## src/rtl/matrix_scan_ctrl_pkg.sv

```systemverilog
// Shared definitions for the LED matrix row-scan controller: geometry, row width
// and the scan FSM encoding.
package matrix_scan_ctrl_pkg;

  localparam int MATRIX_SIZE = 8;
  localparam int ROW_W       = $clog2(MATRIX_SIZE);
  localparam int FRAME_W     = MATRIX_SIZE * MATRIX_SIZE;

  // 2'd3 is unused; the FSM recovers from it to ST_IDLE.
  typedef enum logic [1:0] {
    ST_IDLE    = 2'd0,
    ST_BLANK   = 2'd1,
    ST_DISPLAY = 2'd2
  } scan_state_e;

  // Row index wraps MATRIX_SIZE-1 -> 0 through natural overflow of ROW_W bits.
  function automatic logic [ROW_W-1:0] next_row(input logic [ROW_W-1:0] row);
    return row + 1'b1;
  endfunction

endpackage

```

## src/rtl/matrix_frame_buf.sv

```systemverilog
// Double frame buffer: a shadow register filled by the valid/ready handshake and an
// active register refreshed from it on request, plus the per-row column slice mux.
module matrix_frame_buf
  import matrix_scan_ctrl_pkg::*;
(
  input  logic                   clk_i,
  input  logic                   rst_i,
  input  logic                   load_valid_i,
  input  logic [FRAME_W-1:0]     load_data_i,
  input  logic                   swap_i,
  input  logic [ROW_W-1:0]       row_i,
  output logic                   ready_o,
  output logic [MATRIX_SIZE-1:0] row_data_o
);

  logic [FRAME_W-1:0] shadow_q, shadow_d;
  logic [FRAME_W-1:0] active_q, active_d;
  logic               pending_q, pending_d;
  logic               load;

  assign ready_o = ~pending_q;
  assign load    = load_valid_i & ~pending_q;

  // Load requires pending=0 and swap only acts with pending=1, so they never collide.
  always_comb begin
    shadow_d  = shadow_q;
    active_d  = active_q;
    pending_d = pending_q;
    if (load) begin
      shadow_d  = load_data_i;
      pending_d = 1'b1;
    end else if (swap_i && pending_q) begin
      active_d  = shadow_q;
      pending_d = 1'b0;
    end
  end

  always_ff @(posedge clk_i or posedge rst_i) begin
    if (rst_i) begin
      shadow_q  <= '0;
      active_q  <= '0;
      pending_q <= 1'b0;
    end else begin
      shadow_q  <= shadow_d;
      active_q  <= active_d;
      pending_q <= pending_d;
    end
  end

  always_comb begin
    row_data_o = '0;
    for (int r = 0; r < MATRIX_SIZE; r++) begin
      if (row_i == ROW_W'(r)) row_data_o = active_q[r*MATRIX_SIZE +: MATRIX_SIZE];
    end
  end

endmodule

```

## src/rtl/matrix_scan_ctrl.sv

```systemverilog
// Row-scan controller for the 8x8 LED matrix: blank/display timing per row, row
// stepping with wrap, frame swap at row 0, and registered decoder/column outputs.
module matrix_scan_ctrl
  import matrix_scan_ctrl_pkg::*;
#(
  parameter int ROW_CYC   = 1000,
  parameter int BLANK_CYC = 16
) (
  input  logic                   clk_i,
  input  logic                   rst_i,
  input  logic                   scan_en_i,
  input  logic                   frame_valid_i,
  output logic                   frame_ready_o,
  input  logic [FRAME_W-1:0]     frame_data_i,
  output logic [ROW_W-1:0]       row_sel_o,
  output logic                   row_en_o,
  output logic [MATRIX_SIZE-1:0] col_data_o,
  output logic                   frame_start_o
);

  localparam int CNT_MAX = (ROW_CYC > BLANK_CYC) ? ROW_CYC : BLANK_CYC;
  localparam int CNT_W   = $clog2(CNT_MAX + 1);
  localparam logic [CNT_W-1:0] ROW_LOAD   = CNT_W'(ROW_CYC);
  localparam logic [CNT_W-1:0] BLANK_LOAD = CNT_W'(BLANK_CYC);
  localparam logic [CNT_W-1:0] CNT_ONE    = CNT_W'(1);

  scan_state_e            state_q, state_d;
  logic [ROW_W-1:0]       row_q, row_d;
  logic [CNT_W-1:0]       cnt_q, cnt_d;
  logic                   row_en_q, row_en_d;
  logic [MATRIX_SIZE-1:0] col_q, col_d;
  logic                   fstart_q, fstart_d;
  logic                   swap;
  logic [MATRIX_SIZE-1:0] row_slice;

  matrix_frame_buf u_frame_buf (
    .clk_i        (clk_i),
    .rst_i        (rst_i),
    .load_valid_i (frame_valid_i),
    .load_data_i  (frame_data_i),
    .swap_i       (swap),
    .row_i        (row_d),
    .ready_o      (frame_ready_o),
    .row_data_o   (row_slice)
  );

  // Counter loads on state entry and the state is left on the cycle it reads 1.
  always_comb begin
    state_d = state_q;
    row_d   = row_q;
    cnt_d   = cnt_q;
    swap    = 1'b0;
    case (state_q)
      ST_IDLE: begin
        row_d = '0;
        cnt_d = '0;
        if (scan_en_i) begin
          state_d = ST_BLANK;
          cnt_d   = BLANK_LOAD;
          swap    = 1'b1;
        end
      end
      ST_BLANK: begin
        if (cnt_q == CNT_ONE) begin
          state_d = ST_DISPLAY;
          cnt_d   = ROW_LOAD;
        end else begin
          cnt_d = cnt_q - CNT_ONE;
        end
      end
      ST_DISPLAY: begin
        if (cnt_q == CNT_ONE) begin
          state_d = ST_BLANK;
          row_d   = next_row(row_q);
          cnt_d   = BLANK_LOAD;
          swap    = (row_d == '0);
        end else begin
          cnt_d = cnt_q - CNT_ONE;
        end
      end
      default: begin
        state_d = ST_IDLE;
        row_d   = '0;
        cnt_d   = '0;
      end
    endcase

    if (!scan_en_i) begin
      state_d = ST_IDLE;
      row_d   = '0;
      cnt_d   = '0;
      swap    = 1'b0;
    end
  end

  always_comb begin
    row_en_d = (state_d == ST_DISPLAY);
    col_d    = row_en_d ? row_slice : '0;
    fstart_d = (state_d == ST_DISPLAY) && (state_q == ST_BLANK) && (row_q == '0);
  end

  always_ff @(posedge clk_i or posedge rst_i) begin
    if (rst_i) begin
      state_q  <= ST_IDLE;
      row_q    <= '0;
      cnt_q    <= '0;
      row_en_q <= 1'b0;
      col_q    <= '0;
      fstart_q <= 1'b0;
    end else begin
      state_q  <= state_d;
      row_q    <= row_d;
      cnt_q    <= cnt_d;
      row_en_q <= row_en_d;
      col_q    <= col_d;
      fstart_q <= fstart_d;
    end
  end

  assign row_sel_o     = row_q;
  assign row_en_o      = row_en_q;
  assign col_data_o    = col_q;
  assign frame_start_o = fstart_q;

endmodule

```

## config.mk

```make
export PLATFORM = sky130hd
export DESIGN_NAME = matrix_scan_ctrl
export DESIGN_NICKNAME = d
export VERILOG_FILES = /design/src/rtl/matrix_scan_ctrl_pkg.sv /design/src/rtl/matrix_frame_buf.sv /design/src/rtl/matrix_scan_ctrl.sv
export SDC_FILE = /design/constraint.sdc
export NUM_CORES = 1
export LEC_CHECK = 0
export CORE_MARGIN = 3
export CORE_UTILIZATION = 50
export CTS_BUF_LIST = sky130_fd_sc_hd__clkbuf_16
export CTS_CLUSTER_SIZE = 12
export DETAILED_ROUTE_END_ITERATION = 16
export PLACE_DENSITY_LB_ADDON = 0.08
export SYNTH_ARGS = -nofsm -noshare
export SYNTH_HDL_FRONTEND = slang
export SYNTH_SLANG_ARGS = --single-unit
```

## constraint.sdc

```tcl
create_clock -name clk_i -period 10.7 [get_ports clk_i]
set_clock_uncertainty 0.1 [all_clocks]
set_input_delay 2.14 -clock clk_i [delete_from_list [all_inputs] [get_ports clk_i]]
set_output_delay 2.14 -clock clk_i [all_outputs]
set_load 0.01 [all_outputs]
```

== After elaboration in Yosys (flattened, before gate mapping) ==
Cells that the tools add are included.

* Equality and inequality tests: 11
* Mux-type cells: 25
* Reductions and logical operators: 9
* Bitwise gates (word level): 3
* Add/sub/neg operators: 2

{| class="wikitable"
|+ Operators by type and width
! cell !! count
|-
| 8-bit 2-to-1 mux || 9
|-
| 10-bit 2-to-1 mux || 3
|-
| 10-bit one-hot mux with 3 select lines || 1
|-
| 3-bit equality test (second input constant) || 4
|-
| 10-bit by 1-bit equality test with 1-bit output (second input constant) || 1
|-
| 10-bit by 1-bit subtractor with 10-bit output (second input constant) || 1
|-
| 3-bit logical NOT || 3
|-
| 3-bit by 2-bit equality test with 1-bit output (second input constant) || 2
|-
| 2-bit 2-to-1 mux || 3
|-
| 3-bit 2-to-1 mux || 2
|-
| 2-bit one-hot mux with 3 select lines || 1
|-
| 3-bit one-hot mux with 2 select lines || 1
|-
| 2-bit equality test (second input constant) || 2
|-
| 1-bit 2-to-1 mux || 4
|-
| 3-bit by 1-bit adder with 3-bit output (second input constant) || 1
|-
| 3-bit by 1-bit equality test with 1-bit output (second input constant) || 1
|-
| 1-bit logical AND || 3
|-
| 2-bit by 1-bit equality test with 1-bit output (second input constant) || 1
|-
| 2-bit logical NOT || 1
|-
| 1-bit inverter || 2
|-
| 1-bit one-hot mux with 2 select lines || 1
|-
| 2-bit AND reduction || 1
|-
| 2-bit nonzero test || 1
|-
| 1-bit bitwise AND || 1
|}

* Output and inout bits: 14
* Logic and storage cells: 59
* Register bits: 154

== Logic depth before layout (Yosys ltp) ==
Gate-level depths: netlist (run 1).

* Depth in word-level cells: 14
* Mapped depth: 12

== Modules after synthesis ==
Synthesis (run 1) repeated with hierarchy kept, for this count alone.

* Cells, all modules: 505
* Area total of the unflattened synthesis: 7139.3 um2

{| class="wikitable"
|+ Modules (own cells, without submodules)
! module !! area each (um2) !! cells each !! times used
|-
| matrix_frame_buf || 5803.1 || 389 || 1
|-
| matrix_scan_ctrl || 1336.3 || 116 || 1
|}

== Worst setup path before layout (run 1) ==
No wires, ideal clock.

* Path kind: in2reg
* Start: input scan_en_i
* End: register col_q[4], in the netlist col_data_o[4]
* Cell stages on the path: 6
* Data arrival time: 3.379 ns
* Library setup time: 0.132 ns
* Slack: 7.088 ns
* Required time: 10.468 ns
* Buffers on the path: 1
* Cell sequence: nand2_1 -> a211o_1 -> buf_2 -> and3_1 -> a2111oi_2 -> o31ai_1

* Cells in the longest elaborated chain, start to end: 11
* Elaborated cells on any way between the ends: 20
* Those cells by class: 8 x eq/ne; 11 x mux; 1 x reduce/logical

{| class="wikitable"
|+ Ends and longest elaborated chain
! element !! line !! RTL
|-
| start, declared || matrix_scan_ctrl.sv:11 || <nowiki>input logic scan_en_i,</nowiki>
|-
| 3-bit 2-to-1 mux || matrix_scan_ctrl.sv:88 || <nowiki>if (!scan_en_i) begin</nowiki>
|-
| 3-bit logical NOT || matrix_frame_buf.sv:53 || <nowiki>if (row_i == ROW_W'(r)) row_data_o = active_q[r*MATRIX_SIZE +: MATRIX_SIZE];</nowiki>
|-
| 8-bit 2-to-1 mux (8 in a row) || matrix_frame_buf.sv:53 ||
|-
| 8-bit 2-to-1 mux * || matrix_scan_ctrl.sv:98 || <nowiki>col_d = row_en_d ? row_slice : '0;</nowiki>
|-
| net col_d[4] || matrix_scan_ctrl.sv:31 || <nowiki>logic [MATRIX_SIZE-1:0] col_q, col_d;</nowiki>
|-
| end signal, assigned || matrix_scan_ctrl.sv:115 || <nowiki>col_q <= col_d;</nowiki>
|-
| end, declared || matrix_scan_ctrl.sv:31 ||
|}

The timed path passes the listed nets; every way through them passes the cells marked *.
A chain may end at the register's enable or synchronous reset.

== Worst setup path in the final report (run 1) ==
* Start: input scan_en_i
* End: register col_q[5], in the netlist col_data_o[5]

The elaborated chain is that of the path after synthesis.

==> results.py, run 1 <==
metrics = {
    "status": {
        "status": "completed",
    },
    "placement": {
        "gp_routability_congestion": 0.866,
        "place_ws_ns": 5.56,
        "buffer_ports.inserted": 81,
        "dpl.hpwl_mm": 10.2,
    },
    "power": {
        "peakVddDrop_v": 0.000132,
        "p_per_area_mw_per_mm2": 239,
        "combinationalPowerShare_pct": 21.2,
        "p_leak_nw": 3.41,
        "seqPwrFrac_pct": 49.5,
        "power_frac_clock_pct": 29.3,
        "p_int_mw": 1.43,
        "power.share.switching_pct": 27.7,
        "p_sw_mw": 0.547,
    },
    "yosys": {
        "synth_edf_count": 0,
        "synth_fp_nets": 569,
        "synth_ff_type": "dfrtp_1",
        "synth_top_cell_by_area": "dfrtp_1",
        "seq_area_frac_synth_pct": 57.0,
        "async_flop_share_pct": 100,
        "yosys_warnings": 0,
        "synth_top_area_share_pct": 57.0,
        "synth_top_cells_by_area": "dfrtp_1, mux2_2, ha_1",
        "yosys_register_bits": 154,
        "most_instantiated_library_cell_after_synthesis": "dfrtp_1",
        "synthesis.area_mm2": 0.00677,
        "netlist_instances": 492,
        "post_synth.cell_area_avg_um2": 13.8,
        "post_synth_num_cell_types": 54,
        "synth_common_cells": "dfrtp_1, mux2_2, nand2_1, nor2_1, buf_2",
    },
    "timing": {
        "fmax_ghz": 0.211,
        "timing.setup.tns_ns": 0,
        "rsz0062_at_grt": "false",
        "pins_over_their_slew_limit": 0,
        "maxSlewHeadroom_pct": 35.2,
        "max_slew.worst_pin.slew_ns": 0.972,
        "hold_viol_final": 0,
        "final_critical_path_setup_slack_ns": 5.95,
        "setup_viol": 0,
        "layout_worst_path_cycle_share_pct": 44.4,
        "final.min_clock_period_ns": 4.75,
    },
    "setup_path": {
        "critical_path_required_ns": 10.93,
        "critPathMaxFanout": 13,
        "critPathCaptureType": "flop",
        "worst-setup-path-type": "input pin to flop",
        "critical_path.cell_chain": "clkdlybuf4s50_1 -> nand2_1 -> a211o_1 -> inv_2 -> and3_1 -> a221oi_1 -> a221o_1 -> a31oi_1",
        "critical-path-max-stage-delay_ns": 0.63,
        "critPathArrivalTime_ns": 4.98,
        "start_kind": "input pin",
        "cp_slowest_cell": "clkdlybuf4s50_1",
    },
    "drt": {
        "vias_per_cell": 5.67,
        "detail_route.iter0.violations": 330,
        "routedWlPerCell_um": 19.5,
        "detailedRoute.firstPassIterationCount": 4,
        "remaining_drc_errors": 0,
        "ant_nets": 0,
        "via_count": 4257,
        "final_wirelength_mm": 14.7,
    },
    "clocking": {
        "cts_setup_buffers": 0,
        "ctsLongestPathBuffers": 2,
        "cts_htree_levels": 4,
        "cts_buffers": 17,
        "clkSinkCount": 154,
        "cts_hold_buffers": 0,
        "worst_setup_hold_path_clk_slew_ns": 0.06,
        "cts_root_buffer": "clkbuf_16",
        "post_cts_resized": 0,
        "clock_latency_ns": 0.42,
        "cts_tree": "built",
    },
    "global_routing": {
        "grt_overflow_total": 0,
        "grt_max_degree": 82,
        "global_route.usage.total_pct": 20.9,
        "grt_pass1_wl_mm": 23.7,
        "grt_pass1_vias": 4436,
        "antenna_found_initial": 0,
    },
    "cells_and_area": {
        "diodes": 0,
        "flow.area_growth_from_synthesis_pct": 22.2,
        "num-nets-final": 645,
        "final_layout_size_suffix_gt1_share_pct": 30.9,
        "layout.filler_cells": 990,
    },
    "floorplanning": {
        "boundaryPins": 82,
        "placeableCoreArea_mm2": 0.0129,
        "placement_rows": 41,
        "fp.dieH_um": 122,
        "floorplan.die_area_mm2": 0.0150,
        "floorplan.initialDensity_pct": 52.3,
        "width_of_the_die_um": 122,
    },
    "flow_run": {
        "maxCapViolCount": 0,
    },
    "worst_hold_path": {
        "min_path_type": "flop to flop",
    },
}
critical path, delay by kind of cell:
| family | cells | cell delay (ns) |
|---|---|---|
| AND/OR/NAND/NOR | 2 | 0.73 |
| AO/OA/AOI/OAI | 4 | 1.13 |
| buffers and inverters | 2 | 0.96 |
layout by cell type (no fill, tap or decap), types with 3 or more instances in the layout:
master	instances
a211o_1	8
a21oi_1	11
a221o_1	5
a221oi_1	6
a222oi_1	5
a22oi_1	6
a31oi_1	9
and3_1	3
buf_4	4
bufinv_16	3
clkbuf_16	17
clkdlybuf4s50_1	81
clkinv_1	5
dfrtp_1	154
ha_1	9
inv_1	11
mux2_2	129
mux2i_1	3
nand2_1	27
nor2_1	13
nor3_1	5
nor4_4	4
o21a_1	4
o21ai_0	10
o22ai_1	3
xnor2_1	3
area by class of cell:
cell class / instances / area [um^2] / share of cell area (%)
repair buffers: 85 / 841 / 10.2
inverters: 11 / 46.3 / 0.560
well taps: 172 / 215 / 2.60
flip-flops and latches: 154 / 3850 / 46.6
clock buffers: 17 / 425 / 5.14
clock inverters: 13 / 138 / 1.66
multi-input cells: 299 / 2750 / 33.3
power by group through the flow:
stage               Clock, mW  Combinational, mW  Sequential (mW)
floorplan                   0              0.340            0.906
global placement            0              0.400            0.994
detailed placement          0              0.419            0.992
CTS                     0.594              0.425            0.984
global route            0.619              0.462             1.01
finish                  0.580              0.418            0.978
registers in the layout, summed over array words and instances, names as in the netlist:
register,count
u_frame_buf.active_q,64
u_frame_buf.shadow_q,64
cnt_q,10
col_data_o,8
row_sel_o,3
state_q,2
frame_start_o,1
row_en_o,1
u_frame_buf.pending_q,1
metrics by stage:
step	cell area [um^2]	std cells	utilization [%]	power [mW]	hold slack [ns]
after floorplan	6770	492	-	1.25	0.348
after global placement	7710	721	59.6	1.39	0.369
after detailed placement	7710	721	59.6	1.41	0.373
after CTS	8270	751	64.0	2.00	0.381
after global routing	8270	751	64.0	2.09	0.397
final	8270	751	64.0	1.98	0.377
metal layers:
| metal | GRT usage [%] | up-vias | part of all wire (%) | wire (um) |
|---|---|---|---|---|
| li1 | - | 1966 | - | - |
| met1 | 29.1 | 2143 | 46 | 6720 |
| met2 | 32.1 | 127 | 47 | 6950 |
| met3 | 4.93 | 21 | 4.9 | 717 |
| met4 | 7.84 | 0 | 1.8 | 265 |
| met5 | 0 | - | 0 | 0 |
cell families after synthesis:
logic type	count (synthesis)	synth area share, %
AND/OR/NAND/NOR	73	6.71
AO/OA/AOI/OAI	80	9.28
flip-flops	154	57.0
buffers and inverters	39	2.63
XOR/XNOR	4	0.518
multiplexers	133	22.2
adder cells (fa/ha/maj)	9	1.66
final timing paths:
check | from | endpoint | slack [ns] | cells past startpoint
min in group asynchronous | rst_i | u_frame_buf.shadow_q[25] | 2.10 | 2
hold / removal | cnt_q[0] | cnt_q[0] | 0.38 | 1
hold reg to reg | cnt_q[0] | cnt_q[0] | 0.38 | 1
setup reg to reg | cnt_q[1] | col_data_o[5] | 7.28 | 10
max in group asynchronous | rst_i | u_frame_buf.active_q[19] | 6.94 | 3
setup / recovery | scan_en_i | col_data_o[5] | 5.95 | 8
Note: power is estimated with default switching activity, not from simulation.
==> inputs of run 2 (changes only) <==
clock period = 4.4 ns   (was 10.7 ns; I/O delays follow)
==> run 2 against run 1 <==
Net effect: power increased by 140%; wire length fell by 1.4%; combinational power rose by 140%; critical path depth rose by 2; sequential share of layout area is 0.18 points higher; non-clock buffer count is 1 higher; flip-flop and latch count stayed put; critical path type is now flop to flop; highest routed layer unchanged.
==> results.py, run 2 (synthesized netlist as in run 1, its figures left out) <==
metrics = {
    "placement": {
        "buffer_ports.inserted": 81,
        "gp_routability_congestion": 0.833,
        "place.detailed.instances": 722,
        "dpl.hpwl_mm": 9.98,
    },
    "setup_path": {
        "worstSetupPathDepth": 10,
        "worst_r2r_path_depth": 10,
        "r2r_start": "cnt_q[1]",
        "critical_path_required_ns": 4.59,
        "launch_point_of_the_critical_path": "cnt_q[1]",
        "critPathMaxFanout": 13,
        "worst-setup-path-type": "flop to flop",
        "critPathCaptureType": "flop",
        "critical-path-top-delay-family": "compound AO/OA/AOI/OAI gates",
        "cp_slowest_cell": "or4b_1",
        "r2r_slack_ns": 0.97,
        "critical_path.cell_chain": "inv_1 -> ha_1 -> or4b_1 -> o31ai_2 -> a211o_1 -> inv_2 -> and3_1 -> a221oi_1 -> a221o_1 -> a31oi_1",
        "critical-path-max-stage-delay_ns": 0.61,
        "start_kind": "flop",
        "critPathArrivalTime_ns": 3.62,
        "path_buf_inv": 2,
    },
    "global_routing": {
        "grtUsageMet1_pct": 28.9,
        "grt_util_met3_pct": 4.65,
        "grt_overflow_total": 0,
        "grt_pass1_vias": 4339,
        "grt_max_degree": 155,
        "globalRouteMet2Util_pct": 32.5,
        "global_route.usage.total_pct": 20.7,
        "grt_most_used_layer": "met2",
        "grt_pass1_wl_mm": 23.5,
        "antenna_found_initial": 0,
    },
    "cells_and_area": {
        "final_core_util_pct": 63.7,
        "biggestRegsByFlops": "u_frame_buf.active_q x64, u_frame_buf.shadow_q x64, cnt_q x10",
        "layout.filler_cells": 1038,
        "diodes": 0,
        "fin_cells": 750,
        "final_layout_size_suffix_gt1_share_pct": 31.7,
        "layout.cells.most_common_list": "dfrtp_1, mux2_2, clkdlybuf4s50_1, nand2_1, clkbuf_16",
        "layout.cells.most_common": "dfrtp_1",
        "flow.area_growth_from_synthesis_pct": 21.7,
        "num-nets-final": 646,
    },
    "power": {
        "p_sw_mw": 1.32,
        "p_int_mw": 3.36,
        "peakVddDrop_v": 0.000299,
        "p_per_area_mw_per_mm2": 568,
        "combinationalPowerShare_pct": 21.7,
        "seqPwrFrac_pct": 50.8,
        "power_frac_clock_pct": 27.5,
        "power.share.switching_pct": 28.1,
        "p_leak_nw": 3.39,
    },
    "drt": {
        "vias_per_cell": 5.65,
        "routedWlPerCell_um": 19.3,
        "final_wirelength_mm": 14.5,
        "detail_route.iter0.violations": 395,
        "via_count": 4241,
        "detailedRoute.firstPassIterationCount": 8,
        "ant_nets": 0,
        "remaining_drc_errors": 0,
    },
    "clocking": {
        "cts_hold_buffers": 0,
        "cts_htree_levels": 4,
        "cts_tree": "built",
        "cts_root_buffer": "clkbuf_16",
        "clock_latency_ns": 0.42,
        "clkSinkCount": 154,
        "ctsLongestPathBuffers": 2,
        "post_cts_resized": 0,
        "cts_buffers": 17,
        "worst_setup_hold_path_clk_slew_ns": 0.06,
        "cts_setup_buffers": 0,
    },
    "worst_hold_path": {
        "min_path_type": "flop to flop",
        "worstHoldPathCells": 1,
        "hp-start": "cnt_q[0]",
    },
    "floorplanning": {
        "width_of_the_die_um": 122,
        "boundaryPins": 82,
        "fp.dieH_um": 122,
        "floorplan.initialDensity_pct": 52.3,
        "placement_rows": 41,
        "floorplan.die_area_mm2": 0.0150,
        "placeableCoreArea_mm2": 0.0129,
    },
    "timing": {
        "layout_worst_path_cycle_share_pct": 77.9,
        "fmax_ghz": 0.292,
        "maxSlewHeadroom_pct": 40.2,
        "timing.setup.tns_ns": 0,
        "setup_viol": 0,
        "hold_ws_ns": 0.381,
        "final.min_clock_period_ns": 3.43,
        "hold_viol_final": 0,
        "rsz0062_at_grt": "false",
        "pins_over_their_slew_limit": 0,
        "max_slew.worst_pin.slew_ns": 0.897,
    },
    "status": {
        "status": "completed",
    },
    "flow_run": {
        "maxCapViolCount": 0,
    },
}
[run 2: cell count changes in the layout (fill, tap and decap cells not counted)]
cell        before  now
clkinv_2         1    5
clkinvlp_4       1    3
inv_1           11   10
bufinv_16        3    1
buf_12           0    1
clkinv_1         5    1
inv_6            1    0
[run 2: routing by layer]
metal  vias up  share of wire (%)
met5         -                  0
met4         0                1.5
met3        15                4.6
met2       112                 48
met1      2153                 46
li1       1961                  -
[run 2: final timing paths]
check | end
worst max-delay path | col_data_o[3]
worst min-delay path | cnt_q[0]
worst max register to register | col_data_o[3]
worst min register to register | cnt_q[0]
max in group asynchronous | row_sel_o[2]
min in group asynchronous | u_frame_buf.shadow_q[31]
[run 2: final cells by class]
| cell class | instances | area, um^2 | area share (%) |
|---|---|---|---|
| inverter | 11 | 45.0 | 0.547 |
| timing repair buffer | 86 | 861 | 10.5 |
| multi-input combinational | 299 | 2750 | 33.4 |
| clock buffer | 17 | 425 | 5.16 |
| sequential | 154 | 3850 | 46.8 |
| clock inverter | 11 | 86.3 | 1.05 |
| tap | 172 | 215 | 2.61 |
[run 2: worst reg2reg max path, stage by stage (launching register included)]
cell and delay (ns):
dfrtp_1 0.37, inv_1 0.07, ha_1 0.16, or4b_1 0.61
o31ai_2 0.31, a211o_1 0.51, inv_2 0.27, and3_1 0.31
a221oi_1 0.37, a221o_1 0.16, a31oi_1 0.07
[run 2: stage by stage]
| stage | setup WS [ns] | cell area (um^2) | power, mW |
|---|---|---|---|
| 6_report | 0.971 | 8240 | 4.68 |
| 5_1_grt | 0.804 | 8240 | 4.94 |
| 3_5_place_dp | 0.733 | 7720 | 3.42 |
| 3_3_place_gp | 0.824 | 7720 | 3.38 |
| 2_1_floorplan | 1.48 | 6770 | 3.03 |
| 4_1_cts | 0.951 | 8240 | 4.73 |
[run 2: power groups by stage]
stage / logic [mW] / clock network, mW / registers [mW]
final: 1.02 / 1.29 / 2.38
after detailed placement: 1.02 / 0 / 2.40
after global routing: 1.12 / 1.38 / 2.44
after floorplan: 0.827 / 0 / 2.20
after CTS: 1.03 / 1.32 / 2.38
after global placement: 0.979 / 0 / 2.40
